===== config.mk =====
export PLATFORM = sky130hd
export DESIGN_NAME = tl_d_refill_collector
export DESIGN_NICKNAME = d
export VERILOG_FILES = /design/src/rtl/tl_pkg.sv /design/src/rtl/tl_line_buffer.sv /design/src/rtl/tl_d_refill_collector.sv
export SDC_FILE = /design/constraint.sdc
export NUM_CORES = 1
export LEC_CHECK = 0
export CORE_AREA = 2 2 240 242
export CTS_BUF_LIST = sky130_fd_sc_hd__clkbuf_4 sky130_fd_sc_hd__clkbuf_8 sky130_fd_sc_hd__clkbuf_16
export CTS_CLUSTER_SIZE = 8
export DETAILED_ROUTE_END_ITERATION = 12
export DIE_AREA = 0 0 242 244
export RECOVER_POWER = 25
export SETUP_SLACK_MARGIN = 0.1
export SLEW_MARGIN = 20
export SYNTH_ARGS = -nofsm -noshare
export SYNTH_HDL_FRONTEND = slang
export SYNTH_SLANG_ARGS = --single-unit

===== constraint.sdc =====
create_clock -name clock -period 12.3 [get_ports clock]
set_input_delay 2.46 -clock clock [delete_from_list [all_inputs] [get_ports clock]]
set_output_delay 2.46 -clock clock [all_outputs]
set_load 0.03 [all_outputs]

===== src/rtl/tl_pkg.sv =====
// Shared TileLink D-channel definitions: opcodes, default geometry, beat record and beat-count helper.
package tl_pkg;

  localparam int TL_BEAT_BYTES = 8;
  localparam int TL_LINE_BYTES = 64;
  localparam int TL_SOURCE_W   = 6;

  localparam logic [2:0] TL_BEAT_LOG2 = 3'($clog2(TL_BEAT_BYTES));

  localparam logic [2:0] D_ACCESS_ACK      = 3'd0;
  localparam logic [2:0] D_ACCESS_ACK_DATA = 3'd1;
  localparam logic [2:0] D_GRANT           = 3'd4;
  localparam logic [2:0] D_GRANT_DATA      = 3'd5;
  localparam logic [2:0] D_RELEASE_ACK     = 3'd6;

  typedef struct packed {
    logic [2:0]             opcode;
    logic [1:0]             param;
    logic [2:0]             size;
    logic [TL_SOURCE_W-1:0] source;
    logic                   sink;
    logic                   denied;
    logic [63:0]            data;
    logic                   corrupt;
  } d_beat_t;

  typedef enum logic [1:0] {
    ST_IDLE,
    ST_FILL,
    ST_DONE
  } fill_state_e;

  function automatic logic is_data(input logic [2:0] opcode);
    return (opcode == D_ACCESS_ACK_DATA) || (opcode == D_GRANT_DATA);
  endfunction

  function automatic logic is_grant(input logic [2:0] opcode);
    return (opcode == D_GRANT) || (opcode == D_GRANT_DATA);
  endfunction

  // Unclamped beat count; the caller limits it to the line size.
  function automatic logic [4:0] beats_of(input logic [2:0] opcode, input logic [2:0] size);
    logic [4:0] beats;
    beats = 5'd1;
    if (is_data(opcode) && (size > TL_BEAT_LOG2)) begin
      beats = 5'd1 << (size - TL_BEAT_LOG2);
    end
    return beats;
  endfunction

endpackage


===== src/rtl/tl_line_buffer.sv =====
// Line assembly storage: MAX_BEATS x DATA_W registers, whole-line clear plus one beat write per cycle.
// A write in the clear cycle wins for its slot; contents are not reset.
module tl_line_buffer #(
  parameter int MAX_BEATS = 8,
  parameter int DATA_W    = 64
) (
  input  logic                          clock,
  input  logic                          clr,
  input  logic                          wr_en,
  input  logic [$clog2(MAX_BEATS)-1:0]  wr_idx,
  input  logic [DATA_W-1:0]             wr_dat,
  output logic [DATA_W*MAX_BEATS-1:0]   rd_line
);

  localparam int IDX_W = $clog2(MAX_BEATS);

  logic [DATA_W-1:0] mem_q [MAX_BEATS];
  logic [DATA_W-1:0] mem_d [MAX_BEATS];

  always_comb begin
    for (int i = 0; i < MAX_BEATS; i++) begin
      mem_d[i] = clr ? '0 : mem_q[i];
      if (wr_en && (wr_idx == IDX_W'(i))) begin
        mem_d[i] = wr_dat;
      end
    end
  end

  always_ff @(posedge clock) begin
    for (int i = 0; i < MAX_BEATS; i++) begin
      mem_q[i] <= mem_d[i];
    end
  end

  always_comb begin
    rd_line = '0;
    for (int i = 0; i < MAX_BEATS; i++) begin
      rd_line[i*DATA_W +: DATA_W] = mem_q[i];
    end
  end

endmodule


===== src/rtl/tl_d_refill_collector.sv =====
// Collects one TileLink D message into a full-line response and issues GrantAck on E for Grant/GrantData.
// Response and E valid rise the cycle after the last beat; D is held off until both are taken.
module tl_d_refill_collector
  import tl_pkg::*;
#(
  parameter int BEAT_BYTES = TL_BEAT_BYTES,
  parameter int LINE_BYTES = TL_LINE_BYTES,
  parameter int SOURCE_W   = TL_SOURCE_W
) (
  input  logic                    clock,
  input  logic                    reset,
  input  logic                    d_valid,
  output logic                    d_ready,
  input  logic [2:0]              d_opcode,
  input  logic [1:0]              d_param,
  input  logic [2:0]              d_size,
  input  logic [SOURCE_W-1:0]     d_source,
  input  logic                    d_sink,
  input  logic                    d_denied,
  input  logic [8*BEAT_BYTES-1:0] d_data,
  input  logic                    d_corrupt,
  output logic                    resp_valid,
  input  logic                    resp_ready,
  output logic [2:0]              resp_opcode,
  output logic [1:0]              resp_param,
  output logic [SOURCE_W-1:0]     resp_source,
  output logic [2:0]              resp_size,
  output logic                    resp_denied,
  output logic                    resp_corrupt,
  output logic [8*LINE_BYTES-1:0] resp_data,
  output logic                    e_valid,
  input  logic                    e_ready,
  output logic                    e_sink,
  output logic                    err_size
);

  localparam int DATA_W    = 8 * BEAT_BYTES;
  localparam int MAX_BEATS = LINE_BYTES / BEAT_BYTES;
  localparam int IDX_W     = $clog2(MAX_BEATS);
  localparam int BCNT_W    = IDX_W + 1;
  localparam logic [3:0] LINE_LOG2 = 4'($clog2(LINE_BYTES));

  d_beat_t d_beat;

  fill_state_e           state_q, state_d;
  logic [BCNT_W-1:0]     beat_cnt_q, beat_cnt_d;
  logic [BCNT_W-1:0]     beats_q, beats_d;
  logic [2:0]            opcode_q, opcode_d;
  logic [1:0]            param_q, param_d;
  logic [2:0]            size_q, size_d;
  logic [SOURCE_W-1:0]   source_q, source_d;
  logic                  sink_q, sink_d;
  logic                  denied_q, denied_d;
  logic                  corrupt_q, corrupt_d;
  logic                  resp_pend_q, resp_pend_d;
  logic                  e_pend_q, e_pend_d;
  logic                  err_size_q, err_size_d;

  logic                  d_hs;
  logic                  resp_hs;
  logic                  e_hs;
  logic                  oversize;
  logic [4:0]            raw_beats;
  logic [BCNT_W-1:0]     new_beats;
  logic                  buf_clr;
  logic                  buf_wr_en;
  logic [IDX_W-1:0]      buf_wr_idx;

  assign d_beat = '{opcode:  d_opcode,
                    param:   d_param,
                    size:    d_size,
                    source:  d_source,
                    sink:    d_sink,
                    denied:  d_denied,
                    data:    d_data,
                    corrupt: d_corrupt};

  assign d_ready = (state_q != ST_DONE);
  assign d_hs    = d_valid && d_ready;
  assign resp_hs = resp_pend_q && resp_ready;
  assign e_hs    = e_pend_q && e_ready;

  // Oversize data messages fill the whole line and stop there.
  assign oversize  = ({1'b0, d_beat.size} > LINE_LOG2);
  assign raw_beats = beats_of(d_beat.opcode, d_beat.size);
  assign new_beats = (raw_beats > 5'(MAX_BEATS)) ? BCNT_W'(MAX_BEATS) : BCNT_W'(raw_beats);

  always_comb begin
    state_d     = state_q;
    beat_cnt_d  = beat_cnt_q;
    beats_d     = beats_q;
    opcode_d    = opcode_q;
    param_d     = param_q;
    size_d      = size_q;
    source_d    = source_q;
    sink_d      = sink_q;
    denied_d    = denied_q;
    corrupt_d   = corrupt_q;
    resp_pend_d = resp_pend_q;
    e_pend_d    = e_pend_q;
    err_size_d  = err_size_q;
    buf_clr     = 1'b0;
    buf_wr_en   = 1'b0;
    buf_wr_idx  = '0;

    unique case (state_q)
      ST_IDLE: begin
        if (d_hs) begin
          opcode_d   = d_beat.opcode;
          param_d    = d_beat.param;
          size_d     = d_beat.size;
          source_d   = d_beat.source;
          sink_d     = d_beat.sink;
          denied_d   = d_beat.denied;
          corrupt_d  = d_beat.corrupt;
          beats_d    = new_beats;
          beat_cnt_d = BCNT_W'(1);
          err_size_d = err_size_q || oversize;
          buf_clr    = 1'b1;
          // Non-data messages leave the line at zero.
          buf_wr_en  = is_data(d_beat.opcode);
          if (new_beats == BCNT_W'(1)) begin
            state_d     = ST_DONE;
            resp_pend_d = 1'b1;
            e_pend_d    = is_grant(d_beat.opcode);
          end else begin
            state_d = ST_FILL;
          end
        end
      end

      ST_FILL: begin
        if (d_hs) begin
          buf_wr_en  = 1'b1;
          buf_wr_idx = beat_cnt_q[IDX_W-1:0];
          denied_d   = denied_q || d_beat.denied;
          corrupt_d  = corrupt_q || d_beat.corrupt;
          beat_cnt_d = beat_cnt_q + BCNT_W'(1);
          if (beat_cnt_q == (beats_q - BCNT_W'(1))) begin
            state_d     = ST_DONE;
            resp_pend_d = 1'b1;
            e_pend_d    = is_grant(opcode_q);
          end
        end
      end

      ST_DONE: begin
        if (resp_hs) begin
          resp_pend_d = 1'b0;
        end
        if (e_hs) begin
          e_pend_d = 1'b0;
        end
        if (!resp_pend_d && !e_pend_d) begin
          state_d = ST_IDLE;
        end
      end

      default: begin
        state_d = ST_IDLE;
      end
    endcase
  end

  always_ff @(posedge clock) begin
    if (reset) begin
      state_q     <= ST_IDLE;
      beat_cnt_q  <= '0;
      resp_pend_q <= 1'b0;
      e_pend_q    <= 1'b0;
      err_size_q  <= 1'b0;
    end else begin
      state_q     <= state_d;
      beat_cnt_q  <= beat_cnt_d;
      resp_pend_q <= resp_pend_d;
      e_pend_q    <= e_pend_d;
      err_size_q  <= err_size_d;
    end
  end

  // Header capture only matters while a valid is raised, so it carries no reset.
  always_ff @(posedge clock) begin
    beats_q   <= beats_d;
    opcode_q  <= opcode_d;
    param_q   <= param_d;
    size_q    <= size_d;
    source_q  <= source_d;
    sink_q    <= sink_d;
    denied_q  <= denied_d;
    corrupt_q <= corrupt_d;
  end

  tl_line_buffer #(
    .MAX_BEATS (MAX_BEATS),
    .DATA_W    (DATA_W)
  ) u_line_buffer (
    .clock   (clock),
    .clr     (buf_clr),
    .wr_en   (buf_wr_en),
    .wr_idx  (buf_wr_idx),
    .wr_dat  (d_beat.data),
    .rd_line (resp_data)
  );

  assign resp_valid   = resp_pend_q;
  assign resp_opcode  = opcode_q;
  assign resp_param   = param_q;
  assign resp_source  = source_q;
  assign resp_size    = size_q;
  assign resp_denied  = denied_q;
  assign resp_corrupt = corrupt_q;
  assign e_valid      = e_pend_q;
  assign e_sink       = sink_q;
  assign err_size     = err_size_q;

endmodule


# ---- Word level (Yosys, flattened, before mapping)
# Memory sizes are Yosys's and may differ from the RTL's.
# Cells that the tools add are included.
dict set report totals {
  ff_bits 30
  input_bits 86
  memories 1
  out_inout_bits 533
  mem_bits_rw 512
}
# name depth width rd rd_clocked_by_memory_dff wr line
set memory_table {}
lappend memory_table {u_line_buffer.mem_q 8 64 8 0 8 tl_line_buffer.sv:17} ;# logic [DATA_W-1:0] mem_q [MAX_BEATS];
dict set report op_classes {
  muxes 53
  n_lt_le_gt_ge 3
  addsub 3
  shifts 1
  n_eq_ne 22
  n_reduce_logical 29
}
# op count
set op_table {}
lappend op_table {{$mux 64} 16}
lappend op_table {{$eq 3x3->1 const B} 8}
lappend op_table {{$mux 1} 19}
lappend op_table {{$logic_and 1x1->1} 13}
lappend op_table {{$mux 4} 3}
lappend op_table {{$ne 2x2->1 const B} 6}
lappend op_table {{$mux 2} 5}
lappend op_table {{$pmux 4 s2} 1}
lappend op_table {{$eq 3x1->1 const B} 2}
lappend op_table {{$eq 3x2->1 const B} 2}
lappend op_table {{$logic_or 1x1->1} 6}
lappend op_table {{$mux 3} 2}
lappend op_table {{$pmux 1 s2} 3}
lappend op_table {{$pmux 1 s3} 2}
lappend op_table {{$pmux 2 s3} 1}
lappend op_table {{$gt 5x4->1 const B} 1}
lappend op_table {{$mux 5} 1}
lappend op_table {{$reduce_and 5->1} 1}
lappend op_table {{$shl 1x3->5 const A} 1}
lappend op_table {{$add 4x1->4 const B} 1}
lappend op_table {{$eq 4x1->1 const B} 1}
lappend op_table {{$eq 4x4->1} 1}
lappend op_table {{$reduce_and 4->1} 1}
lappend op_table {{$sub 4x1->4 const B} 1}
lappend op_table {{other kinds (12)} 13}

# ---- Depth between registers and ports, before layout
dict set report logic_depth {
  depth_word 10
  depth_mapped 10
}

# ---- Modules after synthesis
# From an unflattened synthesis, not the netlist that was laid out.
dict set report hier_totals {
  hier_cells 1371
  hier_area_um2 20295.7
}
# mod n_inst seq_area_each_um2 cells_each area_per_inst_um2
set modules_own_cells {}
lappend modules_own_cells {tl_line_buffer 1 15374.7 1251 18871.8}
lappend modules_own_cells {tl_d_refill_collector 1 810.8 120 1423.9}

# ---- Least setup slack after synthesis
# OpenSTA, ideal clock, no wires.
dict set report synth_timing {
  path_type {input -> register}
  from {input port d_valid}
  to {memory u_line_buffer.mem_q[3][0], in the netlist u_line_buffer.mem_q[0][192], enable pin}
  arrival_ps 7548
  stages 5
  setup_slack_ps 4177
  t_required_ps 11726
  setup_time_ps 574
  n_path_buf 1
  cell_sequence {nor2b_2 -> and2_1 -> buf_2 -> nand2_4 -> o21ai_0}
}
# item line
set synth_rtl {}
lappend synth_rtl {{from (decl)} tl_d_refill_collector.sv:12} ;# input logic d_valid,
lappend synth_rtl {{to (decl)} tl_line_buffer.sv:17}

==> flow_metrics.env <==
export IMPL_status="finished, violations left"
export IMPL_violations="max-capacitance violations, max-slew violations"
export IMPL_rsz0062_at_grt="no"
export IMPL_crit_family="buffers and inverters"
export IMPL_drv_cap=4
export IMPL_num_vias=12500
export IMPL_drt_vias_per_instance=4.73
export IMPL_slowest_delay_ns=2.25
export IMPL_netlist_cell_type_count=41
export IMPL_drive_gt1_share_pct=6.48
export IMPL_fin_crit_ns=6.78
export IMPL_ys_seq_elements=542
export IMPL_setup_tns_ns=0
export IMPL_finalCritPeriodShare_pct=55.1
export IMPL_vdd_drop_max_mv=0.131
export IMPL_cts_made_buffers=77
export IMPL_yosys_warnings=0
export IMPL_cts_root_buf="clkbuf_16"
export IMPL_path_clk_slew_ns=0.05
export IMPL_post_cts_resized=0
export IMPL_relSlewSlack_pct=-127
export IMPL_diodes=0
export IMPL_layout_common_cells="edfxtp_1, clkdlybuf4s50_1, and2_1"
export IMPL_core_area_um2=56200
export IMPL_io_buffers=618
export IMPL_nNetsFinal=1961
export IMPL_grt_max_degree=66
export IMPL_grt_pass1_vias=12600
export IMPL_fp_dieH_um=244
export IMPL_crit_required_ns=12.52
export IMPL_worstReg2RegEnd="u_line_buffer.mem_q[0][171]"
export IMPL_place_inst=2543
export IMPL_ctsHoldBuffers=0
export IMPL_dieArea_um2=59000
export IMPL_syn_to_final_growth_pct=45.5
export IMPL_synth_edf_count=533
export IMPL_min_path_type="flip-flop to flip-flop"
export IMPL_drt_iter0_markers=768
export IMPL_hold_depth=2
export IMPL_skew_ns=0.0177
export IMPL_hpwlAfterDp_um=41800
export IMPL_cts_tree="built"
export IMPL_synthFlopType="edfxtp_1"
export IMPL_place_gp_congestion=0.817
export IMPL_leakagePower_nw=10.6
export IMPL_async_flop_share_pct=0
export IMPL_routed_wl_um=64000
export IMPL_cts_setup_buffers=0
export IMPL_grt_overflow=0
export IMPL_avgRoutedWirePerCell_um=24.3
export IMPL_power_density_nw_per_um2=228
export IMPL_setup_viol=0
export IMPL_hold_end="err_size"
export IMPL_syn_inst=1213
export IMPL_h_tree_depth=3
export IMPL_grtUsageTotal_pct=21.3
export IMPL_antenna_found_initial=3
export IMPL_rrSetupSlack_ns=7.03
export IMPL_hold_viol=0
export IMPL_finalNonFillerCells=2640
export IMPL_drt_pass1_iter_count=4
export IMPL_postRouteAntennaNets=0
export IMPL_finalMaxSlewViolations=206
export IMPL_hp_start="err_size"
export IMPL_layout_commonest_cell="edfxtp_1"
export IMPL_worstPathMaxFanout=65
export IMPL_path_cells="dlygate4sd3_1, nand3b_1, nor3_2, clkbuf_1, or2_4, buf_4"
export IMPL_grt_pass1_wl_um=90700
export IMPL_critical_path_buf_inv_count=3
export IMPL_tightest_slew_ns=3.40
export IMPL_die_w_um=242
export IMPL_start_kind="input port"
export IMPL_crit_type="input port to flip-flop"
export IMPL_worstSetupEndpointType="flip-flop"
export IMPL_worstPathArrival_ns=7.00
export IMPL_syn_area_um2=20300
export IMPL_clock_sinks=542
export IMPL_max_freq_ghz=0.148
export IMPL_insertion_delay_ns=0.61
export IMPL_syn_num_nets=1307
export IMPL_start_util_pct=36.2
export IMPL_io_pins=619
export IMPL_syn_area_per_cell_um2=16.8
export IMPL_drc_errors=0
export IMPL_ff2ff_path_depth=7
export IMPL_cts_buffer_depth=3
export IMPL_cp_slowest_cell="clkbuf_1"
export IMPL_ys_seq_area_share_pct=79.6
export IMPL_num_rows=87
export IMPL_r2r_start="state_q[1]"
## cells by family (layout without fill, tap and decap cells)
kind of cell    after synthesis  in the layout  synth area share, %
compound gates               26             26                0.831
buf+inv                      70            741                 1.49
fa+ha+maj                     8              8                0.492
flops                       542            542                 79.6
simple gates                560            560                 17.2
mux                           2              2                0.105
xor+xnor                      5              5                0.283
## worst max path at each step
stage / depth (start not counted) / end / start / slack [ns]
floorplan: 5 / u_line_buffer.mem_q[0][192] / d_valid / 4.18
CTS: 5 / u_line_buffer.mem_q[0][149] / d_valid / 7.10
finish: 6 / u_line_buffer.mem_q[0][171] / d_valid / 5.52
global placement: 4 / u_line_buffer.mem_q[1][33] / d_valid / 6.60
detailed placement: 5 / u_line_buffer.mem_q[0][150] / d_valid / 6.47
global route: 6 / u_line_buffer.mem_q[0][172] / d_valid / 5.09
## state kept, by name (all words and copies together), names as in the netlist, 2 cells and up
name / flops
beat_cnt_q: 4
resp_param: 2
state_q: 2
u_line_buffer.mem_q: 512
resp_opcode: 3
resp_size: 3
resp_source: 6
beats_q: 4
## cell usage after synthesis, types with 3 or more instances
cell	count	area, um2
a21oi_1	9	45.0
and2_1	450	2820
buf_2	13	65.1
clkbuf_1	31	116
clkbuf_2	13	65.1
dfxtp_1	9	180
edfxtp_1	533	16000
ha_1	8	100
inv_1	11	41.3
nand2_1	7	26.3
nand2b_1	4	25.0
nand3b_1	3	22.5
nor2_1	7	26.3
nor2_4	3	33.8
nor2b_1	65	407
nor3_1	6	30.0
o21ai_0	5	25.0
o31ai_1	3	22.5
or2_2	4	25.0
## tightest hold or removal path: cells and delay by family, from the launching register on
family,cells,cell delay [ns]
AO/OA/AOI/OAI,1,0.05
flip-flops,1,0.33
AND/OR/NAND/NOR,1,0.07
## metal layers
metal	global-route usage [%]	wire, um	share of wire, %	up-vias
li1	-	-	-	5540
met5	0	0	0	-
met4	7.43	1700	2.7	0
met1	26.0	25300	40	6283
met3	7.37	5980	9.3	86
met2	35.1	31000	48	589
## final cells by class
type,count,area (um2)
timing repair buffer,634,6360
clock buffer,90,2060
sequential,542,16200
clock inverter,6,98.8
tap,756,946
inverter,11,41.3
fill,4643,26600
multi-input combinational,601,3890
## metrics by stage
| stage | setup slack, ns | power (mW) | util (%) | cell area (um2) | hold slack, ns |
|---|---|---|---|---|---|
| after detailed placement | 6.47 | 4.90 | 48.9 | 27400 | 0.468 |
| after global placement | 6.60 | 4.86 | 48.7 | 27400 | 0.483 |
| after global routing | 5.09 | 6.94 | 52.7 | 29600 | 0.543 |
| after floorplan | 4.18 | 3.81 | - | 20300 | 0.486 |
| after CTS | 7.10 | 6.85 | 52.7 | 29600 | 0.489 |
| final | 5.52 | 6.73 | 52.7 | 29600 | 0.496 |
## power by group
part | total [mW] | switching, mW | internal [mW]
registers | 2.70 | 0.122 | 2.58
logic | 2.10 | 1.43 | 0.669
clock network | 1.93 | 0.762 | 1.17
Power figures use the tool's default switching activity.
